`src/rtl/fsm_multi_edge_detect_pkg.sv`:
```
// Shared types and constants for the multi-channel transition detector.
package fsm_edge_pkg;

  // INIT uses 2'b11 so that a cleared register is never mistaken for history.
  typedef enum logic [1:0] {
    ST_LOW  = 2'b00,
    ST_HIGH = 2'b01,
    ST_INIT = 2'b11
  } state_t;

  localparam logic [1:0] MODE_NONE = 2'b00;
  localparam logic [1:0] MODE_RISE = 2'b01;
  localparam logic [1:0] MODE_FALL = 2'b10;
  localparam logic [1:0] MODE_BOTH = 2'b11;

endpackage

```
`src/rtl/fsm_multi_edge_detect_chan.sv`:
```
// One channel: overlapping rise/fall FSM, registered flags, saturating event counter.
module edge_det_chan
  import fsm_edge_pkg::*;
#(
  parameter int CNT_W = 8
) (
  input  logic             clk,
  input  logic             rst,
  input  logic             en,
  input  logic [1:0]       mode,
  input  logic             ser_in,
  input  logic             cnt_clr,
  output logic             det,
  output logic             rise,
  output logic             fall,
  output logic [CNT_W-1:0] cnt,
  output logic             cnt_sat,
  output logic             nxt_det
);

  state_t           r_state;
  logic             r_det, r_rise, r_fall, r_sat;
  logic [CNT_W-1:0] r_cnt;
  logic             w_rise_ev, w_fall_ev, w_det_nxt;
  logic [CNT_W-1:0] w_cnt_inc;

  // Events only exist on enabled edges, so en=0 forces all flags low.
  always_comb begin
    w_rise_ev = en & (r_state == ST_LOW)  &  ser_in;
    w_fall_ev = en & (r_state == ST_HIGH) & ~ser_in;
    w_det_nxt = (w_rise_ev & mode[0]) | (w_fall_ev & mode[1]);
    w_cnt_inc = r_cnt + CNT_W'(1);
  end

  always_ff @(posedge clk or negedge rst) begin
    if (!rst) begin
      r_state <= ST_INIT;
      r_rise  <= 1'b0;
      r_fall  <= 1'b0;
      r_det   <= 1'b0;
    end else begin
      r_rise <= w_rise_ev;
      r_fall <= w_fall_ev;
      r_det  <= w_det_nxt;
      if (en) begin
        case (r_state)
          ST_INIT, ST_LOW, ST_HIGH: r_state <= ser_in ? ST_HIGH : ST_LOW;
          default:                  r_state <= ST_INIT;
        endcase
      end
    end
  end

  // Clear wins over a coincident increment; the saturating count sets the sticky flag.
  always_ff @(posedge clk or negedge rst) begin
    if (!rst) begin
      r_cnt <= '0;
      r_sat <= 1'b0;
    end else if (cnt_clr) begin
      r_cnt <= '0;
      r_sat <= 1'b0;
    end else if (w_det_nxt && (r_cnt != '1)) begin
      r_cnt <= w_cnt_inc;
      if (w_cnt_inc == '1) r_sat <= 1'b1;
    end
  end

  assign det     = r_det;
  assign rise    = r_rise;
  assign fall    = r_fall;
  assign cnt     = r_cnt;
  assign cnt_sat = r_sat;
  assign nxt_det = w_det_nxt;

endmodule

```
`src/rtl/fsm_multi_edge_detect.sv`:
```
// CH independent edge-detect channels sharing mode/enable/clear, plus a combined any_det flag.
module fsm_multi_edge_detect
  import fsm_edge_pkg::*;
#(
  parameter int CH    = 4,
  parameter int CNT_W = 8
) (
  input  logic                clk,
  input  logic                rst,
  input  logic                en,
  input  logic [1:0]          mode,
  input  logic [CH-1:0]       ser_in,
  input  logic                cnt_clr,
  output logic [CH-1:0]       det,
  output logic [CH-1:0]       rise,
  output logic [CH-1:0]       fall,
  output logic                any_det,
  output logic [CH*CNT_W-1:0] cnt,
  output logic [CH-1:0]       cnt_sat
);

  logic [CH-1:0] w_nxt_det;
  logic          r_any_det;

  for (genvar g = 0; g < CH; g++) begin : g_chan
    edge_det_chan #(.CNT_W(CNT_W)) u_chan (
      .clk     (clk),
      .rst     (rst),
      .en      (en),
      .mode    (mode),
      .ser_in  (ser_in[g]),
      .cnt_clr (cnt_clr),
      .det     (det[g]),
      .rise    (rise[g]),
      .fall    (fall[g]),
      .cnt     (cnt[g*CNT_W +: CNT_W]),
      .cnt_sat (cnt_sat[g]),
      .nxt_det (w_nxt_det[g])
    );
  end

  // Built from next-state det so it lands on the same edge as det.
  always_ff @(posedge clk or negedge rst) begin
    if (!rst) r_any_det <= 1'b0;
    else      r_any_det <= |w_nxt_det;
  end

  assign any_det = r_any_det;

endmodule

```
`config.mk`:
```
export PLATFORM = sky130hd
export DESIGN_NAME = fsm_multi_edge_detect
export DESIGN_NICKNAME = d
export VERILOG_FILES = /design/src/rtl/fsm_multi_edge_detect_pkg.sv /design/src/rtl/fsm_multi_edge_detect_chan.sv /design/src/rtl/fsm_multi_edge_detect.sv
export SDC_FILE = /design/constraint.sdc
export NUM_CORES = 1
export LEC_CHECK = 0
export CAP_MARGIN = 20
export CORE_UTILIZATION = 30
export CTS_BUF_LIST = sky130_fd_sc_hd__clkbuf_4
export CTS_CLUSTER_DIAMETER = 100
export CTS_CLUSTER_SIZE = 40
export DETAILED_ROUTE_END_ITERATION = 12
export SLEW_MARGIN = 20
export SYNTH_ARGS = -nofsm -noshare
export SYNTH_HDL_FRONTEND = slang
export SYNTH_SLANG_ARGS = --single-unit
```
`constraint.sdc`:
```
create_clock -name clk -period 2.2 [get_ports clk]
set_input_delay 0.33 -clock clk [delete_from_list [all_inputs] [get_ports clk]]
set_output_delay 0.33 -clock clk [all_outputs]
set_load 0.03 [all_outputs]
```
### Word-level counts from Yosys, hierarchy flattened

Index checks and enable logic that the tools add are counted.

* bits in registers: 57
* bits of input ports: 10
* output and inout port bits: 49
* logic and storage cells: 130

* add/sub/neg operators: 4
* equality and inequality tests: 16
* mux-type cells: 28
* bitwise logic cells: 32
* reductions and logical operators: 25

Operator list (number)
* two-way mux 8 bit: 8
* adder 8 x 1 -> 8 bit, second input constant: 4
* equality test 8 bit, second input constant: 4
* inequality test 8 bit, second input constant: 4
* bitwise AND 1 bit: 24
* two-way mux 1 bit: 16
* nonzero test 2 bit: 8
* OR reduction 3 bit: 4
* equality test 2 x 1 -> 1 bit, second input constant: 4
* equality test 2 bit, second input constant: 4
* logical NOT 2 bit: 4
* two-way mux 2 bit: 4
* AND reduction 2 bit: 4
* logical AND 1 bit: 4
* inverter 1 bit: 4
* OR 1 bit: 4
* OR reduction 4 bit: 1

### Longest topological paths before layout

* depth in word-level cells: 8
* gate-level depth with buffers: 6
* depth with buffers taken out: 5

### Hierarchy

Synthesis repeated with hierarchy kept, for this count alone.

* cell total of the unflattened synthesis: 286
* area, all modules: 2910.3 um2

By module, submodules not included
* edge_det_chan: times used 4, cells each 71, area each 719.4 um2
* fsm_multi_edge_detect: times used 1, cells each 2, area each 32.5 um2

### Worst setup path after synthesis

No wires, ideal clock.

* kind: register to register
* start point: register g_chan[1].u_chan.r_cnt[0]
* end point: register g_chan[1].u_chan.r_sat
* setup time: 94 ps
* data arrival time: 1939 ps
* slack: 167 ps
* stages on the path, launching flop included: 7
* buffers on the path: 1
* cell sequence: dfrtp_1 ha_1 and4_4 and4_4 buf_6 a2111o_1 a221oi_2

* cells in the longest elaborated chain, start to end: 4
* elaborated cells on any way between the ends: 7

RTL lines
* start, declared: RTL line fsm_multi_edge_detect_chan.sv:23 `logic [CNT_W-1:0] r_cnt;`
* start signal, assigned: RTL line fsm_multi_edge_detect_chan.sv:63 `r_cnt <= w_cnt_inc;`
* adder 8 x 1 -> 8 bit / inequality test 8 bit (equally long branches): RTL line fsm_multi_edge_detect_chan.sv:32, fsm_multi_edge_detect_chan.sv:62
* equality test 8 bit / logical AND 1 bit (equally long branches): RTL line fsm_multi_edge_detect_chan.sv:64, fsm_multi_edge_detect_chan.sv:62
* nonzero test 2 bit (no source line)
* AND reduction 2 bit (no source line) (*)
* end signal, assigned: RTL line fsm_multi_edge_detect_chan.sv:58 `r_sat <= 1'b0;`
* end signal, assigned: RTL line fsm_multi_edge_detect_chan.sv:61 `r_sat <= 1'b0;`
* end signal, assigned: RTL line fsm_multi_edge_detect_chan.sv:64 `if (w_cnt_inc == '1) r_sat <= 1'b1;`
* end, declared: RTL line fsm_multi_edge_detect_chan.sv:22 `logic r_det, r_rise, r_fall, r_sat;`

Every way passes the cells marked *; elsewhere a longest branch is shown, timed or not.
A chain may end at the register's enable or synchronous reset.

### Worst setup path in the final report

* start point: register g_chan[2].u_chan.r_cnt[4]
* end point: output port cnt[20]

RTL lines
* start, declared: RTL line fsm_multi_edge_detect_chan.sv:23
* start signal, assigned: RTL line fsm_multi_edge_detect_chan.sv:63
* end, declared: RTL line fsm_multi_edge_detect.sv:18 `output logic [CH*CNT_W-1:0] cnt,`

No word-level cell between the ends.

==> metrics.txt <==
IO Pins=59; largest net degree at the start of global routing=32; CTS max path bufs=2; drt first-iter violations=70; Critical-path top delay cell=clkdlybuf4s50_1; CTS resizes=0; most common cell after layout, fill and taps aside=clkdlybuf4s50_1; RSZ-0062 raised after global routing=no; post-synth top area share=39.1%; synthesized instance count=322; initial antenna violation count=0; Worst EP arrival=1650 ps; Slew Limit Fails=0; share of cells above drive strength 1=13.4%; GRT Overall Usage=14.1%; commonest non-fill, non-tap cells in the layout=clkdlybuf4s50_1 (57), dfrtp_1 (49), a21oi_1 (30); area grow syn2layout=27.8%; crit path launch type=flop; Syn Nets=340; Crit Path Category=reg -> out; core area=9950 um2; ys flop type=dfrtp_1; CTS tree=done; first-pass GRT wire length=12.3 mm; Pwr Total=0.00208 W; fill count=985; gpl congestion=0.783; Buffers on Ports=58; Synth Area per Inst=9.73 um2; final hold vios=0; total of max-cap violations=0; via count=2715; Distinct cells, synth=48; status=finished clean; row count=36; drt first pass iters=4; Fmax=505 MHz; family with the most delay on the worst path=buffers and inverters; critical path required time=1870 ps; final setup TNS=0 ps; hpwl dp=5.20 mm; ys async rst share=100%; synth warn=0; Critical Path, Cell by Cell=clkdlybuf4s50_1; Final Critical Period=1980 ps; Max IR drop VDD=0.191 mV; CP max stage delay=730 ps; largest cells by area after synthesis=dfrtp_1 (39%), dfstp_2 (6.7%), a21oi_1 (4.8%); Pleak=1.58 nW; post-route ant nets=0; H-tree Lvls=3; Seq/Total Area, Yosys=45.8%; layout net count=402; Synth area leader=dfrtp_1; clock transition at the registers of the reported paths=100 ps; EDFF count, synth=0; Register Area=1440 um2; postcts setup bufs=0; maximum fanout along the worst path=9; Mapped Area=3130 um2; Post-CTS Hold Buffers=1; Congestion Overflow GR=0; CP endpoint kind=output port; Worst Skew=17.4 ps; final period utilization=90.1%; number of global-route vias before repair=2559; crit path buf inv count=1; WL final=7.38 mm; Worst-Margin Slew=630 ps; Wirelength per Cell=14.1 um; clk root buf=clkbuf_4; Synth Register Bits=57; footprint of the multi-input gates=1430 um2; Initial Util=31.5%; DIE WIDTH=104 um; DIE HEIGHT=104 um; PD cells=520 nW/um2; max-slew headroom at the worst pin=58.0%; Num CTS Buffers=9; clock sinks=57; die footprint=10900 um2; Hold/Removal Path Class=in -> async; Avg Vias per Cell=5.20; hold_ws=481 ps; final setup vio count=0; Residual DRC=0; diodes inserted=0; clk_lat worst skew=400 ps
[routing by layer]
metal | GRT usage, % | part of all wire [%]
met1 | 17.0 | 46
met4 | 7.14 | 1.6
met3 | 2.57 | 2.7
met2 | 24.0 | 49
met5 | 0 | 0
[through the flow]
step | utilization (%) | instance area (um2) | instances | setup slack [ps]
floorplan | - | 3130 | 322 | 167
detailed placement | 38.8 | 3860 | 505 | 15.1
global route | 40.2 | 4000 | 522 | 116
global placement | 38.8 | 3860 | 505 | 51.6
CTS | 40.2 | 4000 | 522 | 187
finish | 40.2 | 4000 | 522 | 218
[kinds of logic (layout without fill, tap and decap cells)]
kind of cell,count (synthesis),after routing,share of synthesized area [%]
buf+inv,51,118,8.55
compound gates,84,84,17.8
flops,57,57,45.8
fa+ha+maj,8,8,3.20
simple gates,112,112,21.6
mux,3,3,1.08
xor+xnor,7,7,1.96
[Yosys cell counts, types with 5 or more instances]
cell	count
ha_1	8
or3_1	12
buf_4	16
a21oi_1	30
nand2b_1	5
inv_1	21
nand3_1	13
nor3_1	10
o311ai_0	5
o21ai_0	11
nand4_1	5
nand3b_1	9
a21boi_0	5
nand2_1	12
o41ai_1	7
dfstp_2	8
dfrtp_1	49
clkbuf_1	11
o31ai_1	11
nor2_1	10
and3_1	6
or4_1	11
[final cells by class]
type,instances,share of cell area [%]
Inverter,21,1.97
Clock inverter,5,1.16
Tap cell,133,4.16
Multi-Input combinational cell,214,35.7
Clock buffer,11,2.06
Sequential cell,57,35.9
Timing Repair Buffer,81,19.1
[flip-flops by register name (all words and copies together), names as in the netlist]
signal                 count
g_chan.u_chan.cnt         32
g_chan.u_chan.r_state      8
g_chan.u_chan.cnt_sat      4
g_chan.u_chan.det          4
g_chan.u_chan.fall         4
g_chan.u_chan.rise         4
any_det                    1
[worst register-to-register path: cells and delay by family, from the launching register on]
kind	cells	cell delay, ps
and+or+nand+nor	3	1000
AOI/OAI and AO/OA	1	150
DFF	1	460
adders and majority gates	1	270
[where the power goes]
part	internal (W)	switching [W]
combinational	0.0000999	0.000144
sequential	0.00108	0.0000231
clock	0.000360	0.000375
total	0.00154	0.000542
[path summary, 6_finish.rpt]
| check | startpoint | endpoint | slack, ps | depth (start not counted) |
|---|---|---|---|---|
| max | g_chan[2].u_chan.cnt[4] | cnt[20] | 220 | 1 |
| min | rst | g_chan[1].u_chan.rise | 480 | 2 |
| max reg2reg | g_chan[2].u_chan.cnt[1] | g_chan[2].u_chan.cnt[3] | 240 | 5 |
| min reg2reg | g_chan[1].u_chan.r_state[1] | g_chan[1].u_chan.r_state[1] | 490 | 1 |
| max in group asynchronous | rst | g_chan[0].u_chan.cnt[6] | 1120 | 3 |
| min in group clk | g_chan[1].u_chan.r_state[1] | g_chan[1].u_chan.r_state[1] | 490 | 1 |
Note: power is estimated with default switching activity, not from simulation.
